<file path="src/rtl/edge_pkg.sv">
// Shared types and helpers for the edge/pulse transmitter.
package edge_pkg;

    typedef enum logic [1:0] {
        IDLE = 2'd0,
        HIGH = 2'd1,
        LOW  = 2'd2
    } state_t;

    // Shortest phase a 2-flop synchroniser on the receive side can reliably see.
    localparam int MIN_WIDTH_DEF = 2;

    // Raise a requested phase width to the minimum that will not be missed.
    function automatic int unsigned clamp_width(input int unsigned w, input int unsigned min_w);
        return (w < min_w) ? min_w : w;
    endfunction

endpackage

</file>
<file path="src/rtl/phase_counter.sv">
// Loadable down-counter that times one high or low phase; stops at zero.
module phase_counter #(
    parameter int CNT_W = 16
) (
    input  logic             clk,
    input  logic             rst,
    input  logic             load,
    input  logic [CNT_W-1:0] load_val,
    input  logic             dec,
    output logic             zero
);

    logic [CNT_W-1:0] count;

    // Load has priority; decrement saturates at zero so the count never wraps.
    always_ff @(posedge clk) begin
        if (rst)
            count <= '0;
        else if (load)
            count <= load_val;
        else if (dec && count != '0)
            count <= count - CNT_W'(1);
    end

    assign zero = (count == '0);

endmodule

</file>
<file path="src/rtl/edge_pulse_gen.sv">
// Burst pulse transmitter: N pulses of H high / L low cycles, with edge strobes.
module edge_pulse_gen
    import edge_pkg::*;
#(
    parameter int CNT_W     = 16,
    parameter int NUM_W     = 8,
    parameter int MIN_WIDTH = MIN_WIDTH_DEF
) (
    input  logic             clk,
    input  logic             rst,
    input  logic             start,
    input  logic [CNT_W-1:0] high_cycles,
    input  logic [CNT_W-1:0] low_cycles,
    input  logic [NUM_W-1:0] num_pulses,
    input  logic             abort,
    output logic             data_out,
    output logic             rise_strobe,
    output logic             fall_strobe,
    output logic             busy,
    output logic             done,
    output logic             aborted
);

    localparam logic [CNT_W-1:0] ONE_C = CNT_W'(1);
    localparam logic [NUM_W-1:0] ONE_N = NUM_W'(1);

    state_t           state;
    logic [CNT_W-1:0] h_reg, l_reg;
    logic [NUM_W-1:0] pulse_cnt;
    logic             ab_flag;

    logic [CNT_W-1:0] h_in, l_in;
    logic             ph_load, ph_dec, ph_zero;
    logic [CNT_W-1:0] ph_val;
    logic             accept;
    logic             end_req;

    assign h_in    = CNT_W'(clamp_width(32'(high_cycles), MIN_WIDTH));
    assign l_in    = CNT_W'(clamp_width(32'(low_cycles),  MIN_WIDTH));
    assign accept  = start && !abort;
    // A pending or fresh abort stops any further pulse from being issued.
    assign end_req = ab_flag || abort;

    phase_counter #(.CNT_W(CNT_W)) u_phase (
        .clk      (clk),
        .rst      (rst),
        .load     (ph_load),
        .load_val (ph_val),
        .dec      (ph_dec),
        .zero     (ph_zero)
    );

    // Phase counter control: reload width-1 on every phase entry, else count down.
    always_comb begin
        ph_load = 1'b0;
        ph_dec  = 1'b0;
        ph_val  = l_reg - ONE_C;
        case (state)
            IDLE: begin
                if (accept && num_pulses != '0) begin
                    ph_load = 1'b1;
                    ph_val  = h_in - ONE_C;
                end
            end
            HIGH: begin
                if (abort || ph_zero) begin
                    ph_load = 1'b1;
                    ph_val  = l_reg - ONE_C;
                end else begin
                    ph_dec = 1'b1;
                end
            end
            LOW: begin
                if (ph_zero) begin
                    if (pulse_cnt != '0 && !end_req) begin
                        ph_load = 1'b1;
                        ph_val  = h_reg - ONE_C;
                    end
                end else begin
                    ph_dec = 1'b1;
                end
            end
            default: ;
        endcase
    end

    // Burst FSM with all outputs registered; strobes default low each cycle.
    always_ff @(posedge clk) begin
        if (rst) begin
            state       <= IDLE;
            h_reg       <= '0;
            l_reg       <= '0;
            pulse_cnt   <= '0;
            ab_flag     <= 1'b0;
            data_out    <= 1'b0;
            rise_strobe <= 1'b0;
            fall_strobe <= 1'b0;
            busy        <= 1'b0;
            done        <= 1'b0;
            aborted     <= 1'b0;
        end else begin
            rise_strobe <= 1'b0;
            fall_strobe <= 1'b0;
            done        <= 1'b0;
            aborted     <= 1'b0;
            case (state)
                IDLE: begin
                    if (accept) begin
                        h_reg     <= h_in;
                        l_reg     <= l_in;
                        pulse_cnt <= num_pulses;
                        ab_flag   <= 1'b0;
                        if (num_pulses == '0) begin
                            done <= 1'b1;
                        end else begin
                            state       <= HIGH;
                            data_out    <= 1'b1;
                            rise_strobe <= 1'b1;
                            busy        <= 1'b1;
                        end
                    end
                end
                HIGH: begin
                    if (abort || ph_zero) begin
                        state       <= LOW;
                        data_out    <= 1'b0;
                        fall_strobe <= 1'b1;
                        ab_flag     <= end_req;
                        if (pulse_cnt != '0)
                            pulse_cnt <= pulse_cnt - ONE_N;
                    end
                end
                LOW: begin
                    ab_flag <= end_req;
                    if (ph_zero) begin
                        if (pulse_cnt != '0 && !end_req) begin
                            state       <= HIGH;
                            data_out    <= 1'b1;
                            rise_strobe <= 1'b1;
                        end else begin
                            state   <= IDLE;
                            busy    <= 1'b0;
                            done    <= 1'b1;
                            aborted <= end_req;
                        end
                    end
                end
                default: state <= IDLE;
            endcase
        end
    end

endmodule
</file>
<file path="config.mk">
export PLATFORM = sky130hd
export DESIGN_NAME = edge_pulse_gen
export DESIGN_NICKNAME = d
export VERILOG_FILES = /design/src/rtl/edge_pkg.sv /design/src/rtl/phase_counter.sv /design/src/rtl/edge_pulse_gen.sv
export SDC_FILE = /design/constraint.sdc
export NUM_CORES = 1
export LEC_CHECK = 0
export BUFFER_PORTS_ARGS = -buffer_cell sky130_fd_sc_hd__buf_2
export CORE_ASPECT_RATIO = 0.9
export CORE_UTILIZATION = 40
export CTS_CLUSTER_DIAMETER = 60
export DETAILED_ROUTE_END_ITERATION = 7
export SLEW_MARGIN = 10
export SYNTH_ARGS = -nofsm -noshare
export SYNTH_HDL_FRONTEND = slang
export SYNTH_SLANG_ARGS = --single-unit
</file>
<file path="constraint.sdc">
create_clock -name clk -period 8.4 [get_ports clk]
set_input_delay 1.68 -clock clk [delete_from_list [all_inputs] [get_ports clk]]
set_output_delay 1.68 -clock clk [all_outputs]
set_load 0.005 [all_outputs]
</file>
==> results of run 1 <==
[worst paths after layout]
path | cells after the start | end | start
max | 12 | u_phase.count[6] | high_cycles[8]
min | 2 | l_reg[15] | l_reg[15]
max reg2reg | 8 | u_phase.count[1] | pulse_cnt[0]
min reg2reg | 2 | l_reg[15] | l_reg[15]
[stage by stage]
step | hold WS, ns | area [um^2] | power, W | setup WS [ns] | util
floorplan | 0.449 | 4280 | 0.00101 | 3.62 | -
global placement | 0.460 | 4600 | 0.00118 | 3.34 | 0.445
detailed placement | 0.461 | 4600 | 0.00119 | 3.29 | 0.445
CTS | 0.469 | 4910 | 0.00160 | 3.64 | 0.476
global route | 0.482 | 4910 | 0.00172 | 3.46 | 0.476
finish | 0.467 | 4910 | 0.00160 | 3.61 | 0.476
[layout make-up]
type	count	share of cell area
flip-flops and latches	65	0.265
inverters	16	0.0122
clock buffers	9	0.0458
multi-input cells	447	0.571
well taps	129	0.0328
repair buffers	52	0.0545
clock inverters	7	0.0191
[power by group through the flow]
stage	registers, W	logic, W	clock network [W]
after CTS	0.000457	0.000732	0.000415
final	0.000458	0.000739	0.000406
after global routing	0.000469	0.000819	0.000428
after detailed placement	0.000463	0.000726	0
after floorplan	0.000446	0.000568	0
after global placement	0.000460	0.000722	0
[kinds of logic (layout without fill, tap and decap cells)]
logic type,Yosys count,count (layout),synth area share
AND/OR/NAND/NOR,245,245,0.299
AO/OA/AOI/OAI,139,139,0.217
flip-flops,65,65,0.304
XOR/XNOR,48,48,0.0982
buffers and inverters,43,84,0.0415
adder cells (fa/ha/maj),10,10,0.0292
multiplexers,5,5,0.0117
[metal layers]
layer | track usage | wire length, um | vias to the layer above
li1 | - | - | 2097
met1 | 0.321 | 5910 | 1994
met5 | 0 | 0 | -
met2 | 0.341 | 5240 | 110
met4 | 0.0686 | 176 | 0
met3 | 0.0447 | 698 | 21
[critical path: stages]
cell and delay (ns):
buf_2 0.12, or4_4 0.59, or4_4 0.57, o21a_1 0.23, inv_1 0.06, ha_1 0.19
or4b_1 0.57, nor2_1 0.16, xnor2_1 0.15, mux2i_1 0.10, a2111oi_0 0.44, a311oi_1 0.09
[layout by cell type (no fill, tap or decap), types with 16 or more instances in the layout]
cell and instances:
a21oi_1 57, buf_2 49, dfxtp_1 65, inv_1 16
nand2_1 85, nor2_1 40, nor3_1 21, nor4_1 20
xnor2_1 23, xor2_1 25
==> impl_metrics.yaml, run 1 <==
synthesis:
  synth_most_common_cell: "nand2_1"
  netlist_top_cells_area: "dfxtp_1, nand2_1, a21oi_1"
  synthesis.instances: 555
  syn_nets: 609
  synth_edf_count: 0
  dominantRegCellSynth: "dfxtp_1"
  synth_top_area_share: 0.304
  synth_area_leader_cell: "dfxtp_1"
  synth_area_per_cell_um2: 7.71
  seq_area_frac_synth: 0.304
  synth_common_cells: "nand2_1, dfxtp_1, a21oi_1"
  synth_cell_types: 66
  syn_area_mm2: 0.00428
  synth_async_sr_flop_share: 0
  ys_seq_elements: 65
  yosys_warnings: 0
clocking:
  cts_root_buf: "clkbuf_16"
  cts_max_level: 3
  cts_resized: 0
  cts.sinks: 65
  clk_pin_slew_ns: 0.06
  clock_latency_ns: 0.34
  postCtsSetupBuffers: 0
  cts_tree: "built"
  cts_buffer_depth: 2
  cts_buffers: 9
  cts_hold_buf: 0
place:
  io_buffers: 49
  gp_congestion: 0.847
  placed_cells: 709
  hpwl_mm: 8.79
timing:
  grt_setup_unrepaired: "no"
  fin_skew_ns: 0.00661
  slew_violations: 0
  fin_crit_ns: 4.79
  tns_ns: 0
  max_clock_freq_mhz: 209
  slew-limit-headroom: 0.289
  tightest_slew_ns: 1.07
  setup_viol: 0
  fin_crit_sh: 0.570
  final_hold_viol_count: 0
power:
  switching_share: 0.423
  clkPwrFrac: 0.253
  p_sw_w: 0.000678
  power_density_mw_per_mm2: 326
  power.leakage_nw: 1.85
  p_seq_frac: 0.285
  ir_worst_vdd_v: 0.000169
  p_int_w: 0.000925
  combPwrFrac: 0.461
floorplanning:
  dieHeight_um: 100
  rows: 35
  core_area_mm2: 0.0103
  ios: 50
  initial_core_util: 0.414
  dieArea_mm2: 0.0111
  die_x_um: 111
setup_path:
  required_ns: 8.56
  cp_max_fo: 7
  cp-end-kind: "register"
  crit_arrival_ns: 4.95
  rrSetupSlack_ns: 5.05
  worstSetupPathType: "in -> reg"
  cp-start-kind: "input pin"
run:
  drv_cap: 0
cells_and_area:
  diodes: 0
  fillCellCount: 1022
  final_nets: 645
  fin_cells: 725
  multi_input_area_mm2: 0.00281
  regArea_mm2: 0.00130
  syn_to_final_growth_pct: 14.8
  drive_gt1_frac: 0.159
min_path:
  hp-class: "reg -> reg"
status:
  status: "completed"
routing:
  drtPass1Iterations: 5
  vias: 4222
  drtAntennaViolNets: 0
  drt_iter0_markers: 276
  via_per_inst: 5.82
  drt_wl_total_mm: 12.0
  wl_per_cell_um: 16.6
  drc: 0
grt:
  antenna_found_initial: 0
  grt.total_usage: 0.224
  grt_pass1_wl_mm: 19.6
  grt_pass1_vias: 3779
  grt_max_degree: 68
  gr-total-overflow: 0
Power figures use the tool's default switching activity.
==> inputs of run 2 (changes only) <==
==> constraint.sdc (replaced) <==
create_clock -name clk -period 4.95 [get_ports clk]
set_input_delay 0.99 -clock clk [delete_from_list [all_inputs] [get_ports clk]]
set_output_delay 0.99 -clock clk [all_outputs]
set_load 0.005 [all_outputs]
==> impl_metrics.yaml, run 2 (same netlist as run 1, synthesis figures left out) <==
status:
  status: "completed"
clocking:
  cts_buffers: 9
  cts_buffer_depth: 2
  cts_root_buf: "clkbuf_16"
  clock_latency_ns: 0.33
  clk_pin_slew_ns: 0.06
  cts.sinks: 65
  cts_tree: "built"
  postCtsSetupBuffers: 0
  cts_resized: 0
  cts_hold_buf: 0
  cts_max_level: 3
cells_and_area:
  drive_gt1_frac: 0.159
  layout_common_cells: "nand2_1, dfxtp_1, a21oi_1"
  diodes: 0
  syn_to_final_growth_pct: 14.6
  final_nets: 645
  final_common_cell: "nand2_1"
  fin_cells: 725
  fin_util: 0.475
routing:
  drt_iter0_markers: 303
  drtAntennaViolNets: 0
  drc: 0
  drt_wl_total_mm: 12.1
  vias: 4243
  drtPass1Iterations: 5
  via_per_inst: 5.85
  wl_per_cell_um: 16.8
timing:
  worst_slack_ns: 0.676
  tns_ns: 0
  tightest_slew_ns: 1.05
  max_clock_freq_mhz: 234
  fin_skew_ns: 0.00601
  final_hold_viol_count: 0
  slew-limit-headroom: 0.297
  setup_viol: 0
  fin_crit_sh: 0.863
  grt_setup_unrepaired: "no"
  slew_violations: 0
  fin_crit_ns: 4.27
setup_path:
  crit_arrival_ns: 4.42
  cp_max_fo: 7
  worstSetupPathType: "in -> reg"
  cp-start-kind: "input pin"
  r2r_cells: 9
  timing.rr.end: "u_phase.count[6]"
  endpoint: "u_phase.count[6]"
  required_ns: 5.09
  startpoint: "high_cycles[8]"
  r2r_start: "state[0]"
  cp-end-kind: "register"
  rrSetupSlack_ns: 1.52
power:
  p_seq_frac: 0.288
  total_power_w: 0.00270
  clkPwrFrac: 0.245
  switching_share: 0.431
  combPwrFrac: 0.467
  ir_worst_vdd_v: 0.000309
  p_int_w: 0.00154
  power.leakage_nw: 1.85
  power_density_mw_per_mm2: 551
  p_sw_w: 0.00117
floorplanning:
  rows: 35
  core_area_mm2: 0.0103
  ios: 50
  initial_core_util: 0.414
  dieHeight_um: 100
  dieArea_mm2: 0.0111
  die_x_um: 111
grt:
  grt.total_usage: 0.231
  globalRouteMet3Util: 0.0477
  use_met2: 0.350
  grt_pass1_vias: 3919
  gr-total-overflow: 0
  use_met1: 0.324
  antenna_found_initial: 0
  top_usage_layer: "met2"
  grt_max_degree: 42
  grt_pass1_wl_mm: 20.4
min_path:
  hp-class: "reg -> reg"
run:
  drv_cap: 0
place:
  hpwl_mm: 8.94
  gp_congestion: 0.850
  io_buffers: 49
  placed_cells: 709
  post-place-ws_ns: 0.509
run 2: cell types whose count changed in the layout (fill, tap and decap cells not counted), sizes merged:
cell / change
clkinv: -1
inv: +2
clkinvlp: -1
clkbuf: +1
bufinv: -1
run 2: power groups by stage:
stage,logic [W],clock network [W],registers [W]
4_1_cts,0.00125,0.000678,0.000775
6_report,0.00126,0.000663,0.000778
5_1_grt,0.00140,0.000700,0.000797
3_5_place_dp,0.00124,0,0.000786
3_3_place_gp,0.00122,0,0.000782
2_1_floorplan,0.000965,0,0.000756
run 2: metal layers:
| layer | share of wire | vias to the layer above |
|---|---|---|
| met3 | 0.055 | 23 |
| met5 | 0 | - |
| met4 | 0.026 | 0 |
| met1 | 0.49 | 1984 |
| met2 | 0.43 | 137 |
| li1 | - | 2099 |
run 2: critical path, stage by stage:
cell and delay [ns]:
buf_2 0.12, or4_4 0.58, or4_4 0.58, o21a_1 0.23
inv_1 0.06, ha_1 0.20, or4b_1 0.60, nor2_1 0.17
xnor2_1 0.15, mux2i_1 0.10, a2111oi_0 0.51, a311oi_1 0.12
run 2: cell type report:
class | instances | area (um^2)
Clock buffer | 10 | 239
Fill cell | 1055 | 5430
Multi-Input combinational cell | 447 | 2810
Timing Repair Buffer | 52 | 268
Tap cell | 129 | 161
Sequential cell | 65 | 1300
Clock inverter | 6 | 72.6
Inverter | 16 | 60.1
run 2: worst min path at each step:
stage | from | endpoint | cells after the start
5_1_grt | h_reg[15] | h_reg[15] | 2
3_5_place_dp | l_reg[15] | l_reg[15] | 2
4_1_cts | l_reg[15] | l_reg[15] | 2
6_report | l_reg[15] | l_reg[15] | 2
2_1_floorplan | h_reg[15] | h_reg[15] | 2
3_3_place_gp | l_reg[15] | l_reg[15] | 2
run 2: through the flow:
step	area, um^2	hold WS, ns
CTS	4910	0.472
finish	4910	0.468
global placement	4600	0.460
global route	4910	0.505
floorplan	4280	0.449
detailed placement	4600	0.463
==> inputs of run 3 (changes only) <==
--- a/config.mk
+++ b/config.mk
@@ -7,6 +7,7 @@
 export LEC_CHECK = 0
 export BUFFER_PORTS_ARGS = -buffer_cell sky130_fd_sc_hd__buf_2
 export CORE_ASPECT_RATIO = 0.9
+export CORE_MARGIN = 2
 export CORE_UTILIZATION = 40
 export CTS_CLUSTER_DIAMETER = 60
 export DETAILED_ROUTE_END_ITERATION = 7
==> impl_metrics.yaml, run 3 (same netlist as run 1, synthesis figures left out) <==
status:
  status: "finished with violations"
  failed_checks: "DRC"
grt:
  top_usage_layer: "met2"
  antenna_found_initial: 0
  gr-total-overflow: 0
  use_met2: 0.337
  use_met1: 0.304
  grt_max_degree: 36
  grt_pass1_wl_mm: 19.8
  globalRouteMet3Util: 0.0486
  grt.total_usage: 0.216
  grt_pass1_vias: 3893
floorplanning:
  core_area_mm2: 0.0103
  dieArea_mm2: 0.0115
  ios: 50
  rows: 35
  die_x_um: 113
  dieHeight_um: 102
  initial_core_util: 0.414
routing:
  via_per_inst: 5.76
  vias: 4179
  wl_per_cell_um: 16.6
  drtAntennaViolNets: 0
  drc: 1
  drtPass1Iterations: 6
  drt_wl_total_mm: 12.0
  drt_iter0_markers: 241
clocking:
  postCtsSetupBuffers: 0
  clk_pin_slew_ns: 0.06
  clock_latency_ns: 0.34
  cts_buffers: 9
  cts_hold_buf: 0
  cts_buffer_depth: 2
  cts_resized: 0
  cts_root_buf: "clkbuf_16"
  cts_max_level: 3
  cts.sinks: 65
  cts_tree: "built"
power:
  ir_worst_vdd_v: 0.000210
  power.leakage_nw: 1.84
  power_density_mw_per_mm2: 547
cells_and_area:
  drive_gt1_frac: 0.159
  fillCellCount: 1033
  final_common_cell: "nand2_1"
  fin_util: 0.474
  final_nets: 646
  diodes: 0
  syn_to_final_growth_pct: 14.5
  layout_common_cells: "nand2_1, dfxtp_1, a21oi_1"
setup_path:
  cp_max_fo: 7
  required_ns: 5.15
  worstSetupPathType: "in -> reg"
  cp-start-kind: "input pin"
  slowest_delay_ns: 0.58
  crit_chain: "buf_2 > or4_4 > or4_4 > o21a_1 > inv_1 > ha_1 > or4b_1 > nor2_1 > xnor2_1 > mux2i_1 > a2111oi_0 > a311oi_1"
  crit_path_frequent_cell: "or4_4"
  crit_arrival_ns: 4.32
  timing.critical_path.buf_inv: 2
  path_delay_family: "simple AND/OR/NAND/NOR gates"
  cp_slowest_cell: "or4_4"
  cp-end-kind: "register"
place:
  io_buffers: 49
  gp_congestion: 0.883
  hpwl_mm: 8.94
timing:
  grt_setup_unrepaired: "no"
  setup_viol: 0
  tns_ns: 0
  tightest_slew_ns: 0.748
  slew-limit-headroom: 0.496
  slew_violations: 0
  final_hold_viol_count: 0
  max_clock_freq_mhz: 243
  fin_crit_sh: 0.833
  fin_crit_ns: 4.12
  fin_skew_ns: 0.00901
run:
  drv_cap: 0
min_path:
  hp-class: "reg -> reg"
run 3: cell types whose count changed in the layout (fill, tap and decap cells not counted), sizes merged:
cell	previous run	this run
buf	52	53
inv	19	16
clkinv	1	2
clkbuf	10	11
clkinvlp	1	2
run 3: stage by stage:
stage,hold WS [ns],setup WS (ns),cells,total power [W],cell area [um^2]
2_1_floorplan,0.449,0.862,555,0.00172,4280
3_3_place_gp,0.459,0.614,710,0.00201,4600
3_5_place_dp,0.467,0.507,710,0.00202,4600
4_1_cts,0.475,0.847,726,0.00268,4900
5_1_grt,0.491,0.582,726,0.00288,4900
6_report,0.472,0.828,726,0.00268,4900
run 3: where the power goes:
| group | switching (W) | internal, W | leakage, nW | total [W] |
|---|---|---|---|---|
| Sequential | 0.000137 | 0.000642 | 0.532 | 0.000779 |
| Combinational | 0.000769 | 0.000491 | 1.17 | 0.00126 |
| Clock | 0.000240 | 0.000402 | 0.142 | 0.000641 |
| Total | 0.00115 | 0.00153 | 1.84 | 0.00268 |
run 3: worst paths after layout:
path                            slack, ns      startpoint               end  cells after the start
worst max-delay path                 0.83  high_cycles[8]  u_phase.count[6]                     12
worst min-delay path                 0.47       l_reg[15]         l_reg[15]                      2
worst max register to register       1.87        state[0]  u_phase.count[0]                      9
worst min register to register       0.47       l_reg[15]         l_reg[15]                      2
run 3: routing by layer:
metal | wire, um | part of all wire
met4 | 167 | 0.014
met2 | 5350 | 0.45
met1 | 5850 | 0.49
met5 | 0 | 0
met3 | 650 | 0.054
run 3: area by class of cell:
| cell class | instances | area [um^2] | area share |
|---|---|---|---|
| clock inverters | 5 | 55.1 | 0.0112 |
| clock buffers | 11 | 243 | 0.0495 |
| repair buffers | 53 | 275 | 0.0562 |
| multi-input cells | 447 | 2810 | 0.572 |
| inverters | 16 | 60.1 | 0.0123 |
| well taps | 129 | 161 | 0.0329 |
| flip-flops and latches | 65 | 1300 | 0.266 |
run 3: worst reg2reg max path: stages, from the launching register on:
cell      delay [ns]
dfxtp_1         0.34
inv_1           0.09
ha_1            0.48
nand3b_1        0.13
buf_4           0.26
a21oi_2         0.45
nor2_1          0.13
a221o_1         0.49
a211oi_1        0.50
a211oi_2        0.08
